### src/rtl/lif_pkg.sv
// Shared definitions for the LIF neuron scheduler.
//   LIF_STATE_W : default membrane / current / threshold width
//   lif_state_e : scheduler FSM states
//   sat_add     : unsigned add clamped to 2^w-1 (operands must already fit in w bits)
package lif_pkg;

  localparam int unsigned LIF_STATE_W = 6;
  localparam int unsigned SAT_MAX_W   = 16;
  localparam int unsigned SAT_SUM_W   = SAT_MAX_W + 1;

  typedef enum logic [1:0] {
    IDLE,
    LOAD,
    UPDATE,
    EMIT
  } lif_state_e;

  // One extra carry bit is enough because both operands are below 2^w.
  function automatic logic [SAT_MAX_W-1:0] sat_add(input logic [SAT_MAX_W-1:0] a,
                                                   input logic [SAT_MAX_W-1:0] b,
                                                   input int unsigned          w);
    logic [SAT_SUM_W-1:0] sum;
    logic [SAT_SUM_W-1:0] lim;
    sum = {1'b0, a} + {1'b0, b};
    lim = (SAT_SUM_W'(1) << w) - SAT_SUM_W'(1);
    return (sum > lim) ? SAT_MAX_W'(lim) : SAT_MAX_W'(sum);
  endfunction

endpackage

### src/rtl/lif_update_unit.sv
// Combinational leaky-integrate-and-fire step for one neuron.
//   i_v       : membrane value before the step
//   i_mbox    : accumulated input current for this step
//   i_thr     : firing threshold (0 = neuron disabled)
//   i_refract : refractory flag (only with LIF_SCHED_REFRACT_EN)
//   o_vn_wb   : membrane value to write back (0 after a spike)
//   o_fire    : neuron fires this step
// Optional feature macro: LIF_SCHED_REFRACT_EN
module lif_update_unit
  import lif_pkg::*;
#(
  parameter int unsigned STATE_W = LIF_STATE_W
) (
  input  logic [STATE_W-1:0] i_v,
  input  logic [STATE_W-1:0] i_mbox,
  input  logic [STATE_W-1:0] i_thr,
`ifdef LIF_SCHED_REFRACT_EN
  input  logic               i_refract,
`endif
  output logic [STATE_W-1:0] o_vn_wb,
  output logic               o_fire
);

  logic [STATE_W-1:0] w_vn;
  logic               w_fire;

  // Leak is a halving of the old membrane; input current is added on top.
  always_comb begin
    w_vn   = STATE_W'(sat_add(SAT_MAX_W'(i_mbox), SAT_MAX_W'(i_v >> 1), STATE_W));
    w_fire = (i_thr != '0) && (w_vn >= i_thr);
`ifdef LIF_SCHED_REFRACT_EN
    // Refractory step: mailbox is thrown away and the membrane stays at rest.
    if (i_refract) begin
      w_fire = 1'b0;
      w_vn   = '0;
    end
`endif
    o_fire  = w_fire;
    o_vn_wb = w_fire ? '0 : w_vn;
  end

endmodule

### src/rtl/lif_neuron_scheduler.sv
// Time-multiplexed LIF scheduler: one shared update datapath swept round-robin
// over N_NEURONS virtual neurons, spikes emitted as index events.
//   clk, reset             : clock, asynchronous active-high reset
//   run                    : keep sweeping; when low the current sweep finishes, then idle
//   in_valid/in_ready      : current-write handshake (in_idx, in_current)
//   thr_we/thr_idx/thr_value : threshold write, always accepted
//   spk_valid/spk_ready    : spike event stream, spk_idx = spiking neuron
//   mon_state              : membrane value written back by the last update
//   busy                   : FSM not idle
//   sweep_done             : one-cycle pulse after the last neuron of a sweep
// in_ready is combinational: it only drops when a write targets the neuron being loaded.
// Optional feature macro: LIF_SCHED_REFRACT_EN (per-neuron refractory bit)
module lif_neuron_scheduler
  import lif_pkg::*;
#(
  parameter int unsigned N_NEURONS = 4,
  parameter int unsigned STATE_W   = LIF_STATE_W,
  parameter int unsigned THR_RESET = 32,
  localparam int unsigned IDX_W    = $clog2(N_NEURONS)
) (
  input  logic               clk,
  input  logic               reset,
  input  logic               run,
  input  logic               in_valid,
  output logic               in_ready,
  input  logic [IDX_W-1:0]   in_idx,
  input  logic [STATE_W-1:0] in_current,
  input  logic               thr_we,
  input  logic [IDX_W-1:0]   thr_idx,
  input  logic [STATE_W-1:0] thr_value,
  output logic               spk_valid,
  input  logic               spk_ready,
  output logic [IDX_W-1:0]   spk_idx,
  output logic [STATE_W-1:0] mon_state,
  output logic               busy,
  output logic               sweep_done
);

  lif_state_e         r_state;
  logic [IDX_W-1:0]   r_idx;
  logic [STATE_W-1:0] r_v    [N_NEURONS];
  logic [STATE_W-1:0] r_mbox [N_NEURONS];
  logic [STATE_W-1:0] r_thr  [N_NEURONS];
  logic [STATE_W-1:0] r_v_cur;
  logic [STATE_W-1:0] r_mb_cur;
  logic [STATE_W-1:0] r_thr_cur;
`ifdef LIF_SCHED_REFRACT_EN
  logic [N_NEURONS-1:0] r_refract;
  logic                 r_ref_cur;
`endif

  logic [STATE_W-1:0] w_vn_wb;
  logic               w_fire;
  logic               w_in_acc;
  logic               w_last;
  logic [IDX_W-1:0]   w_next_idx;
  lif_state_e         w_adv_state;

  // A write to the neuron being loaded would race the mailbox clear; sender retries.
  assign in_ready = !((r_state == LOAD) && (in_idx == r_idx));
  assign w_in_acc = in_valid && in_ready;

  // Advance step shared by a non-firing UPDATE and an EMIT handshake.
  assign w_last      = (r_idx == IDX_W'(N_NEURONS - 1));
  assign w_next_idx  = w_last ? '0 : r_idx + IDX_W'(1);
  assign w_adv_state = (w_last && !run) ? IDLE : LOAD;

  lif_update_unit #(
    .STATE_W (STATE_W)
  ) u_update (
    .i_v       (r_v_cur),
    .i_mbox    (r_mb_cur),
    .i_thr     (r_thr_cur),
`ifdef LIF_SCHED_REFRACT_EN
    .i_refract (r_ref_cur),
`endif
    .o_vn_wb   (w_vn_wb),
    .o_fire    (w_fire)
  );

  // Mailbox: saturating accumulate of accepted writes, cleared when its neuron is loaded.
  always_ff @(posedge clk or posedge reset) begin
    if (reset) begin
      for (int unsigned i = 0; i < N_NEURONS; i++) r_mbox[IDX_W'(i)] <= '0;
    end else begin
      if (w_in_acc)
        r_mbox[in_idx] <= STATE_W'(sat_add(SAT_MAX_W'(r_mbox[in_idx]),
                                           SAT_MAX_W'(in_current), STATE_W));
      if (r_state == LOAD) r_mbox[r_idx] <= '0;
    end
  end

  // Thresholds: a write in the same LOAD cycle is seen from the next sweep on.
  always_ff @(posedge clk or posedge reset) begin
    if (reset) begin
      for (int unsigned i = 0; i < N_NEURONS; i++) r_thr[IDX_W'(i)] <= STATE_W'(THR_RESET);
    end else if (thr_we) begin
      r_thr[thr_idx] <= thr_value;
    end
  end

  // Sweep FSM, membrane storage and registered outputs.
  always_ff @(posedge clk or posedge reset) begin
    if (reset) begin
      r_state    <= IDLE;
      r_idx      <= '0;
      r_v_cur    <= '0;
      r_mb_cur   <= '0;
      r_thr_cur  <= '0;
      for (int unsigned i = 0; i < N_NEURONS; i++) r_v[IDX_W'(i)] <= '0;
`ifdef LIF_SCHED_REFRACT_EN
      r_refract  <= '0;
      r_ref_cur  <= 1'b0;
`endif
      spk_valid  <= 1'b0;
      spk_idx    <= '0;
      mon_state  <= '0;
      busy       <= 1'b0;
      sweep_done <= 1'b0;
    end else begin
      sweep_done <= 1'b0;
      case (r_state)
        IDLE: begin
          if (run) begin
            r_state <= LOAD;
            r_idx   <= '0;
            busy    <= 1'b1;
          end
        end
        LOAD: begin
          r_v_cur   <= r_v[r_idx];
          r_mb_cur  <= r_mbox[r_idx];
          r_thr_cur <= r_thr[r_idx];
`ifdef LIF_SCHED_REFRACT_EN
          r_ref_cur <= r_refract[r_idx];
`endif
          r_state   <= UPDATE;
        end
        UPDATE: begin
          r_v[r_idx] <= w_vn_wb;
          mon_state  <= w_vn_wb;
`ifdef LIF_SCHED_REFRACT_EN
          // Set on fire; a refractory step never fires, so this also clears it.
          r_refract[r_idx] <= w_fire;
`endif
          if (w_fire) begin
            r_state   <= EMIT;
            spk_valid <= 1'b1;
            spk_idx   <= r_idx;
          end else begin
            r_state    <= w_adv_state;
            r_idx      <= w_next_idx;
            busy       <= (w_adv_state != IDLE);
            sweep_done <= w_last;
          end
        end
        EMIT: begin
          if (spk_ready) begin
            spk_valid  <= 1'b0;
            r_state    <= w_adv_state;
            r_idx      <= w_next_idx;
            busy       <= (w_adv_state != IDLE);
            sweep_done <= w_last;
          end
        end
        default: r_state <= IDLE;
      endcase
    end
  end

endmodule

### config.mk
export PLATFORM = sky130hd
export DESIGN_NAME = lif_neuron_scheduler
export DESIGN_NICKNAME = d
export VERILOG_FILES = /design/src/rtl/lif_pkg.sv /design/src/rtl/lif_update_unit.sv /design/src/rtl/lif_neuron_scheduler.sv
export SDC_FILE = /design/constraint.sdc
export NUM_CORES = 1
export LEC_CHECK = 0
export ABC_AREA = 1
export BUFFER_PORTS_ARGS = -buffer_cell sky130_fd_sc_hd__clkbuf_2
export CORE_MARGIN = 1
export CORE_UTILIZATION = 55
export CTS_CLUSTER_DIAMETER = 150
export DETAILED_ROUTE_END_ITERATION = 7
export PLACE_DENSITY = 0.73
export SYNTH_ARGS = -nofsm -noshare
export SYNTH_HDL_FRONTEND = slang
export SYNTH_SLANG_ARGS = --single-unit
### constraint.sdc
create_clock -name clk -period 2.7 [get_ports clk]
set_clock_uncertainty 0.1 [all_clocks]
set_input_delay 0.135 -clock clk [delete_from_list [all_inputs] [get_ports clk]]
set_output_delay 0.135 -clock clk [all_outputs]
set_load 0.02 [all_outputs]
==> results of run 1 <==
-- cells in the final DEF, fill, tap and decap left out, types with 2 or more instances in the layout --
master / count
a21boi_1: 4
a21oi_1: 10
a21oi_2: 2
a22oi_1: 9
a31oi_1: 12
buf_4: 28
buf_6: 4
buf_8: 2
clkbuf_2: 33
clkbuf_8: 10
clkinv_4: 2
clkinvlp_4: 2
dfrtp_1: 96
dfstp_2: 4
dlygate4sd3_1: 8
ha_1: 19
ha_4: 6
inv_1: 56
inv_2: 5
inv_4: 5
inv_6: 2
nand2_1: 144
nand2_2: 8
nand2_4: 5
nand3_1: 15
nand3_2: 19
nand3_4: 6
nand3b_1: 3
nand4_1: 5
nor2_1: 112
nor2_2: 3
o21ai_0: 40
o21ai_1: 55
o21ai_2: 3
o22ai_1: 5
xnor2_1: 3
xor2_1: 4
-- tightest hold or removal path: stages --
cell	delay [ns]
clkbuf_2	0.09
o21ai_1	0.09
nand2_1	0.06
nand2_1	0.05
inv_1	0.04
-- flip-flops by register name, summed over array words and instances, names as in the netlist --
register,cells
r_v_cur,5
r_v,20
busy,1
r_idx,2
r_thr_cur,6
r_state,2
r_mb_cur,6
r_thr,24
mon_state,6
sweep_done,1
spk_idx,2
r_mbox,24
spk_valid,1
-- cell type report --
type                    instances  area (sq um)
well taps                     129           161
inverters                      67           268
multi-input cells             501          2840
flip-flops and latches        100          2510
clock inverters                 6          47.5
fillers                       772          2900
repair buffers                 76           551
clock buffers                  10           138
-- cells by family after synthesis --
kind of cell / count (synthesis) / share of synthesized area [%]
and+or+nand+nor: 324 / 25.2
AOI/OAI and AO/OA: 142 / 14.3
xor gates and xnor gates: 7 / 1.13
DFF: 100 / 46.0
adders and majority gates: 28 / 6.71
buffers and inverters: 89 / 6.68
-- metal layers --
metal / vias to the layer above / global-route usage [%]
li1: 2379 / -
met1: 2361 / 37.6
met2: 145 / 45.3
met3: 22 / 5.04
met4: 0 / 7.58
met5: - / 0
-- power groups by stage --
stage	combinational, mW	sequential [mW]	clock (mW)
floorplan	3.09	2.40	0
global placement	4.35	2.41	0
detailed placement	4.50	2.44	0
CTS	4.87	2.41	0.930
global route	6.62	2.50	0.989
finish	6.07	2.44	0.912
-- timing repair --
item,4_1_cts,5_1_grt
gates resized for setup,10,55
hold endpoints to repair,121,0
setup buffers,3,5
setup endpoints to repair,33,35
gates cloned,1,0
pin swaps,3,42
hold buffers,8,0
-- worst paths after layout --
check                      startpoint         end  slack (ns)  depth (start not counted)
min in group asynchronous       reset      r_v[5]        0.30                          4
min reg2reg                    r_v[5]      r_v[5]        0.38                          2
max in group asynchronous       reset      r_v[4]        1.71                          4
max                        r_v_cur[1]     r_v[13]       -0.04                         16
max reg2reg                r_v_cur[1]     r_v[13]       -0.04                         16
min                               run  r_state[0]        0.02                          5
-- per-stage QoR --
| step | worst slack (ns) | setup TNS [ns] | util [%] | hold slack (ns) |
|---|---|---|---|---|
| 2_1_floorplan | 0.0480 | 0 | - | 0.175 |
| 6_report | -0.0391 | -0.351 | 69.2 | 0.0210 |
| 5_1_grt | -0.161 | -3.86 | 69.2 | 0.0461 |
| 3_3_place_gp | -0.0125 | -0.0125 | 62.5 | 0.213 |
| 3_5_place_dp | -0.173 | -3.84 | 62.5 | 0.235 |
| 4_1_cts | 0.00259 | 0 | 66.0 | 0.00565 |
==> impl_metrics.json, run 1 <==
{
  "status": "finished, violations left",
  "violations": "negative setup slack",
  "synth.cell_area_sq_um": 5450,
  "ys.warnings.count": 0,
  "die_w_um": 102,
  "worst_slew_pin_slew_ns": 0.575,
  "diodes": 0,
  "ys_types": 34,
  "synth-seq-cells": 100,
  "synth.top_cell.area_share_pct": 44.1,
  "cts.sinks": 100,
  "drtIter0Drc": 304,
  "synth_fp_nets": 740,
  "wl_met2_um": 6680,
  "wl_met3_um": 598,
  "cp-start-kind": "flop",
  "synth_most_common_cell": "nand2_1",
  "crit_fanout": 7,
  "max-clock-path-buffers": 2,
  "drive_gt1_share_pct": 20.5,
  "htreeDepth": 3,
  "max-vdd-ir-drop_uv": 1090,
  "intPower_mw": 4.85,
  "vias": 4907,
  "top_layer_used": "met4",
  "cpMostUsedCell": "nand2_2",
  "crit_chain": "ha_2 > fa_2 > inv_2 > nor3_2 > nor2_2 > buf_6 > nand2_2 > ha_4 > nand2_2 > inv_1 > a21oi_2 > nand2_2 > nand2_4 > buf_8 > nand3_2 > o21ai_1",
  "cp.required_ns": 2.90,
  "p_leak_nw": 3.21,
  "relSlewSlack_pct": 61.7,
  "drcViolationCount": 0,
  "syn_area_per_cell_sq_um": 7.89,
  "syn2layout_area_growth_pct": 19.6,
  "wirelength_um": 13500,
  "met1_length_um": 6070,
  "io_pins": 34,
  "cts_buffers": 9,
  "netSwitchingFraction_pct": 48.5,
  "cpPeakStageDelay_ns": 0.42,
  "cts_root_buf": "clkbuf_8",
  "synth_cells": 690,
  "initial_core_util_pct": 57.8,
  "grt_max_degree": 101,
  "power_mw": 9.42,
  "finalNonFillerCells": 889,
  "yosys.area.top_type": "dfrtp_1",
  "synth.area.top_cells": "dfrtp_1, nand2_1, nor2_1",
  "drtAntennaViolNets": 0,
  "design_area_sq_um": 6510,
  "drv_slew": 0,
  "setup_ws_ns": -0.0391,
  "grt_pass1_vias": 4621,
  "rsz0062_at_grt": "yes",
  "rows": 35,
  "fin_nets": 805,
  "clock_latency_ns": 0.38,
  "setup_viol": 19,
  "pwr-share-clk_pct": 9.7,
  "grt_pass1_wl_um": 21900,
  "async_flop_share_pct": 100,
  "place_area_sq_um": 5880,
  "place_congestion": 0.878,
  "maxCapViolCount": 0,
  "crit_family": "adder cells",
  "critPathKind": "flop to flop",
  "holdCritPathClass": "input port to flop",
  "dp.cells": 856,
  "gr-total-overflow": 0,
  "core_sq_um": 9420,
  "arrival_ns": 2.94,
  "max_freq_mhz": 365,
  "pwr-share-comb_pct": 64.4,
  "die_area_sq_um": 10300,
  "die_h_um": 102,
  "dpl.hpwl_um": 9380,
  "clk_pin_slew_ns": 0.10,
  "ys_seq_area_share_pct": 46.0,
  "endpoint_kind": "flop",
  "p_per_area_nw_per_um2": 1450,
  "period_needed_ns": 2.74,
  "antenna_found_initial": 0,
  "port-buffer-count": 33,
  "path_buf_inv": 4,
  "p_sw_mw": 4.56,
  "synth_edf_count": 0,
  "track_usage_pct": 27.6,
  "drt_pass1_iterations": 5,
  "wire_per_inst_um": 15.2,
  "cts_tree": "yes",
  "crit_slowest_cell": "dfrtp_1",
  "seqPwrFrac_pct": 25.9,
  "synth_ff_type": "dfrtp_1",
  "timing.final.crit_share_pct": 101,
  "synthTopCellsByCount": "nand2_1, nor2_1, dfrtp_1",
  "via_per_inst": 5.52,
  "hold_violations": 0
}
Power figures use the tool's default switching activity.
==> run 2: changes to the inputs <==
Settings changed: GPL_TIMING_DRIVEN from default to 0.
==> run 2 against run 1 <==
Net effect:
- fmax down 1.5%
- critical path depth rose by 1
- via count grew 4.2%
- sequential cell count unchanged
- non-clock buffer count rose by 3
- global-route usage is 2.3 points higher
- critical path type unchanged
- setup slack lost 0.043 ns
- the flow still finishes with violations (negative setup slack)
- first-iteration DRC count grew 5.3%
- sequential share of layout area down 0.98 points
- die area unchanged
- count of clock-buffer cells in the layout is 2 higher
- worst hold slack got worse by 0.0081 ns
==> impl_metrics.json, run 2 (synthesis gave the netlist of run 1 again) <==
{
  "post-place-ws_ns": -0.385,
  "rsz0062_at_grt": "yes",
  "holdCritPathClass": "input port to flop",
  "setup_viol": 29,
  "cts_buffers": 9,
  "timing.final.crit_share_pct": 103,
  "io_pins": 34,
  "arrival_ns": 2.94,
  "whs_path_depth": 4,
  "clk_pin_slew_ns": 0.10,
  "fin_nets": 809,
  "endpoint_kind": "flop",
  "cp-start-kind": "flop",
  "layout_common_cells": "nand2_1, nor2_1, dfrtp_1",
  "rows": 35,
  "grtUsageMet3_pct": 5.18,
  "port-buffer-count": 33,
  "max-clock-path-buffers": 2,
  "drtIter0Drc": 320,
  "reg_top3": "r_mbox x24, r_thr x24, r_v x20",
  "worstReg2RegEnd": "r_v[10]",
  "worst_slew_pin_slew_ns": 0.671,
  "maxCapViolCount": 0,
  "die_w_um": 102,
  "wirelength_um": 15500,
  "met1_usage_pct": 40.9,
  "wire_per_inst_um": 17.4,
  "drive_gt1_share_pct": 21.5,
  "met2_usage_pct": 48.0,
  "setup_ws_ns": -0.0819,
  "gr-total-overflow": 0,
  "period_needed_ns": 2.78,
  "r2r_slack_ns": -0.08,
  "whs_ns": 0.0129,
  "grt_pass1_vias": 4693,
  "track_usage_pct": 29.8,
  "finalSetupTns_ns": -1.43,
  "drtAntennaViolNets": 0,
  "diodes": 0,
  "die_area_sq_um": 10300,
  "busiest_layer": "met2",
  "relSlewSlack_pct": 55.3,
  "htreeDepth": 3,
  "via_per_inst": 5.72,
  "r2r-start": "r_mb_cur[0]",
  "core_sq_um": 9420,
  "dpl.hpwl_um": 10200,
  "reg2reg_depth": 17,
  "cts_tree": "yes",
  "clock_latency_ns": 0.37,
  "fillers": 759,
  "hold_violations": 0,
  "drcViolationCount": 0,
  "initial_core_util_pct": 57.8,
  "cts.sinks": 100,
  "grt_pass1_wl_um": 23200,
  "cp.required_ns": 2.85,
  "drv_slew": 0,
  "crit_fanout": 6,
  "die_h_um": 102,
  "worstHoldStart": "thr_idx[0]",
  "antenna_found_initial": 0,
  "mostFrequentLayoutCell": "nand2_1",
  "vias": 5112,
  "place_congestion": 0.904,
  "critPathKind": "flop to flop",
  "grt_max_degree": 44,
  "cts_root_buf": "clkbuf_8",
  "drt_pass1_iterations": 5,
  "syn2layout_area_growth_pct": 22.7,
  "whs_endpoint": "r_thr[4]",
  "violations": "negative setup slack",
  "status": "finished, violations left",
  "max_freq_mhz": 359
}
[run 2: changes by cell type in the layout (fill, tap and decap cells not counted), moves of 4 or more]
cell / change
buf_4: -18
clkbuf_1: +11
buf_2: +8
nand2_1: -8
nand2_2: +6
nand2_8: +4
[run 2: final cells by class]
class                   instances  area, sq um  share of cell area [%]
clock buffers                  12          135                    2.02
clock inverters                 4         98.8                    1.48
flip-flops and latches        100         2510                    37.5
plain buffers                  22          115                    1.72
well taps                     129          161                    2.41
multi-input cells             502         2980                    44.5
repair buffers                 57          422                    6.31
inverters                      67          268                    4.01
[run 2: through the flow]
stage / std cells / utilization, % / instance area (sq um)
2_1_floorplan: 690 / - / 5450
3_3_place_gp: 852 / 61.4 / 5780
3_5_place_dp: 854 / 61.8 / 5820
4_1_cts: 884 / 66.6 / 6270
5_1_grt: 893 / 71.0 / 6680
6_report: 893 / 71.0 / 6680
[run 2: worst max-delay path, cell delays in order (launching register included)]
cell     delay [ns]
dfrtp_1        0.43
ha_4           0.18
fa_2           0.37
inv_2          0.08
nor3_2         0.05
nor2_2         0.12
buf_6          0.15
buf_6          0.12
nand2_8        0.06
ha_4           0.28
nand2_2        0.04
nor2_2         0.08
nand2_2        0.07
nand2_4        0.12
nand2_8        0.10
buf_6          0.17
nand3_2        0.08
nand2_1        0.07
[run 2: worst max path at each step]
stage	start	to
after global placement	r_v_cur[1]	r_v[13]
after detailed placement	r_v_cur[1]	r_v[7]
after global routing	r_mb_cur[0]	spk_idx[0]
after floorplan	r_v_cur[1]	r_v[13]
final	r_mb_cur[0]	r_v[10]
after CTS	r_mb_cur[3]	r_v[20]
[run 2: repair_timing]
item                                   in CTS  in global routing
hold buffers                                8                  0
pin swaps                                   4                 22
gates resized for setup                    21                 71
endpoints found under the hold margin      40                  0
cloned                                      0                  3
buffers inserted                            6                  6
setup endpoints to repair                  35                 55
[run 2: routing by layer]
| layer | vias up | part of all wire, % |
|---|---|---|
| li1 | 2410 | - |
| met1 | 2415 | 42 |
| met3 | 48 | 6.6 |
| met2 | 239 | 48 |
| met5 | - | 0 |
| met4 | 0 | 3.3 |
Power of run 2 is not shown: default switching activity piles up to over one toggle a cycle in this logic, so the estimate is an artifact.
==> run 3: changes to the inputs <==
==> constraint.sdc (replaced) <==
create_clock -name clk -period 2.7 [get_ports clk]
set_clock_uncertainty 0.1 [all_clocks]
set_input_delay 0.405 -clock clk [delete_from_list [all_inputs] [get_ports clk]]
set_output_delay 0.405 -clock clk [all_outputs]
set_load 0.02 [all_outputs]
==> run 3 against run 2 <==
Net effect:
- the run still ends with negative setup slack left
- sequential share of layout area up 1.2 points
- critical path depth up 3
- via count shrank 1.6%
- die area is the same
- design area shrank 3.1%
- utilization is 2.2 points lower
- cell count down 0.90%
- sequential cell count did not move
- routed wire length decreased by 3.3%
==> impl_metrics.json, run 3 (synthesis gave the netlist of run 1 again) <==
{
  "status": "finished, violations left",
  "violations": "negative setup slack",
  "relSlewSlack_pct": 55.6,
  "reg2reg_depth": 20,
  "finalSetupTns_ns": -5.32,
  "clock_latency_ns": 0.37,
  "die_h_um": 102,
  "cts.sinks": 100,
  "max-clock-path-buffers": 2,
  "timing.final.crit_share_pct": 107,
  "max_freq_mhz": 346,
  "fin_nets": 801,
  "finalNonFillerCells": 885,
  "drtIter0Drc": 351,
  "critPathKind": "flop to flop",
  "initial_core_util_pct": 57.8,
  "vias": 5029,
  "drt_pass1_iterations": 6,
  "grt_pass1_wl_um": 23700,
  "hold_violations": 0,
  "clk_pin_slew_ns": 0.10,
  "holdCritPathClass": "input port to flop",
  "netSwitchingFraction_pct": 48.9,
  "whs_path_depth": 3,
  "io_pins": 34,
  "via_per_inst": 5.68,
  "p_sw_mw": 4.70,
  "worstReg2RegEnd": "r_v[13]",
  "die_area_sq_um": 10300,
  "drtAntennaViolNets": 0,
  "p_leak_nw": 3.17,
  "p_per_area_nw_per_um2": 1480,
  "dp.cells": 854,
  "rsz0062_at_grt": "yes",
  "whs_endpoint": "r_thr[17]",
  "seqPwrFrac_pct": 25.9,
  "place_congestion": 0.904,
  "port-buffer-count": 33,
  "antenna_found_initial": 0,
  "layout_common_cells": "nand2_1, nor2_1, dfrtp_1",
  "crit_fanout": 6,
  "setup_ws_ns": -0.191,
  "grt_pass1_vias": 4744,
  "cp-start-kind": "flop",
  "maxCapViolCount": 0,
  "endpoint_kind": "flop",
  "wirelength_um": 15000,
  "track_usage_pct": 30.6,
  "wire_per_inst_um": 17.0,
  "drv_slew": 0,
  "pwr-share-comb_pct": 62.2,
  "die_w_um": 102,
  "cp.required_ns": 2.90,
  "intPower_mw": 4.92,
  "r2r_slack_ns": -0.19,
  "diodes": 0,
  "pwr-share-clk_pct": 11.9,
  "cts_tree": "yes",
  "mostFrequentLayoutCell": "nand2_1",
  "reg_top3": "r_mbox x24, r_thr x24, r_v x20",
  "grt_max_degree": 44,
  "core_sq_um": 9420,
  "dpl.hpwl_um": 10200,
  "setup_viol": 35,
  "worst_slew_pin_slew_ns": 0.665,
  "drive_gt1_share_pct": 19.6,
  "gr-total-overflow": 0,
  "arrival_ns": 3.09,
  "r2r-start": "r_mb_cur[0]",
  "rows": 35,
  "htreeDepth": 3,
  "period_needed_ns": 2.89,
  "syn2layout_area_growth_pct": 18.9,
  "cts_buffers": 9,
  "post-place-ws_ns": -0.564,
  "worstHoldStart": "thr_value[5]",
  "max-vdd-ir-drop_uv": 963,
  "cts_root_buf": "clkbuf_8",
  "drcViolationCount": 0
}
## run 3: routing by layer
| layer | track usage [%] | vias up | routed length, um |
|---|---|---|---|
| li1 | - | 2384 | - |
| met2 | 48.2 | 195 | 7010 |
| met3 | 7.04 | 34 | 1030 |
| met5 | 0 | - | 0 |
| met1 | 40.6 | 2416 | 6480 |
| met4 | 13.2 | 0 | 484 |
## run 3: metrics by stage
step | cell area (sq um) | hold WS (ns) | utilization (%) | total power, mW
floorplan | 5450 | 0.344 | - | 5.49
global placement | 5780 | 0.354 | 61.4 | 6.59
detailed placement | 5820 | 0.341 | 61.8 | 6.76
CTS | 6260 | 0.177 | 66.5 | 8.74
global route | 6480 | 0.184 | 68.8 | 10.3
finish | 6480 | 0.182 | 68.8 | 9.62
## run 3: worst max-delay path by stage
stage | startpoint | endpoint | slack (ns) | cells after the start
after floorplan | r_v_cur[1] | r_v[13] | 0.05 | 15
after global placement | in_idx[0] | r_mbox[12] | -0.50 | 15
after detailed placement | in_idx[0] | r_mbox[15] | -0.56 | 15
after CTS | r_mb_cur[0] | r_v[10] | -0.005 | 20
after global routing | r_mb_cur[0] | r_v[16] | -0.30 | 17
final | r_mb_cur[0] | r_v[13] | -0.19 | 20
## run 3: area by class of cell
type	count	area [sq um]
Clock inverter	4	98.8
Sequential cell	100	2510
Multi-Input combinational cell	502	2860
Inverter	67	268
Fill cell	795	2940
Timing Repair Buffer	49	328
Clock buffer	12	135
Tap cell	129	161
Buffer	22	115
## run 3: repair_timing
item / CTS / global route
pin swaps: 5 / 20
cloned: 2 / 1
resized for setup: 30 / 41
hold buffers: 1 / 0
endpoints found under the hold margin: 17 / 0
setup endpoints to repair: 55 / 55
setup buffers: 7 / 4
## run 3: worst max-delay path, stage by stage (launching register included)
cell     delay (ns)
dfrtp_1        0.44
ha_4           0.19
fa_2           0.41
inv_4          0.08
nor3_2         0.05
nor2_2         0.17
buf_6          0.15
buf_6          0.11
nand2_2        0.05
inv_2          0.08
ha_4           0.19
inv_1          0.04
nand2_1        0.04
nand2_1        0.05
nand2_1        0.05
nand2_1        0.06
nand2_2        0.09
nand2_4        0.15
buf_6          0.16
nand3_1        0.07
o21ai_1        0.08
## run 3: power by group through the flow
stage	logic [mW]	registers (mW)	clock network (mW)
after floorplan	3.09	2.40	0
after global placement	4.16	2.44	0
after detailed placement	4.30	2.46	0
after CTS	5.12	2.46	1.15
after global routing	6.51	2.54	1.21
final	5.99	2.49	1.14
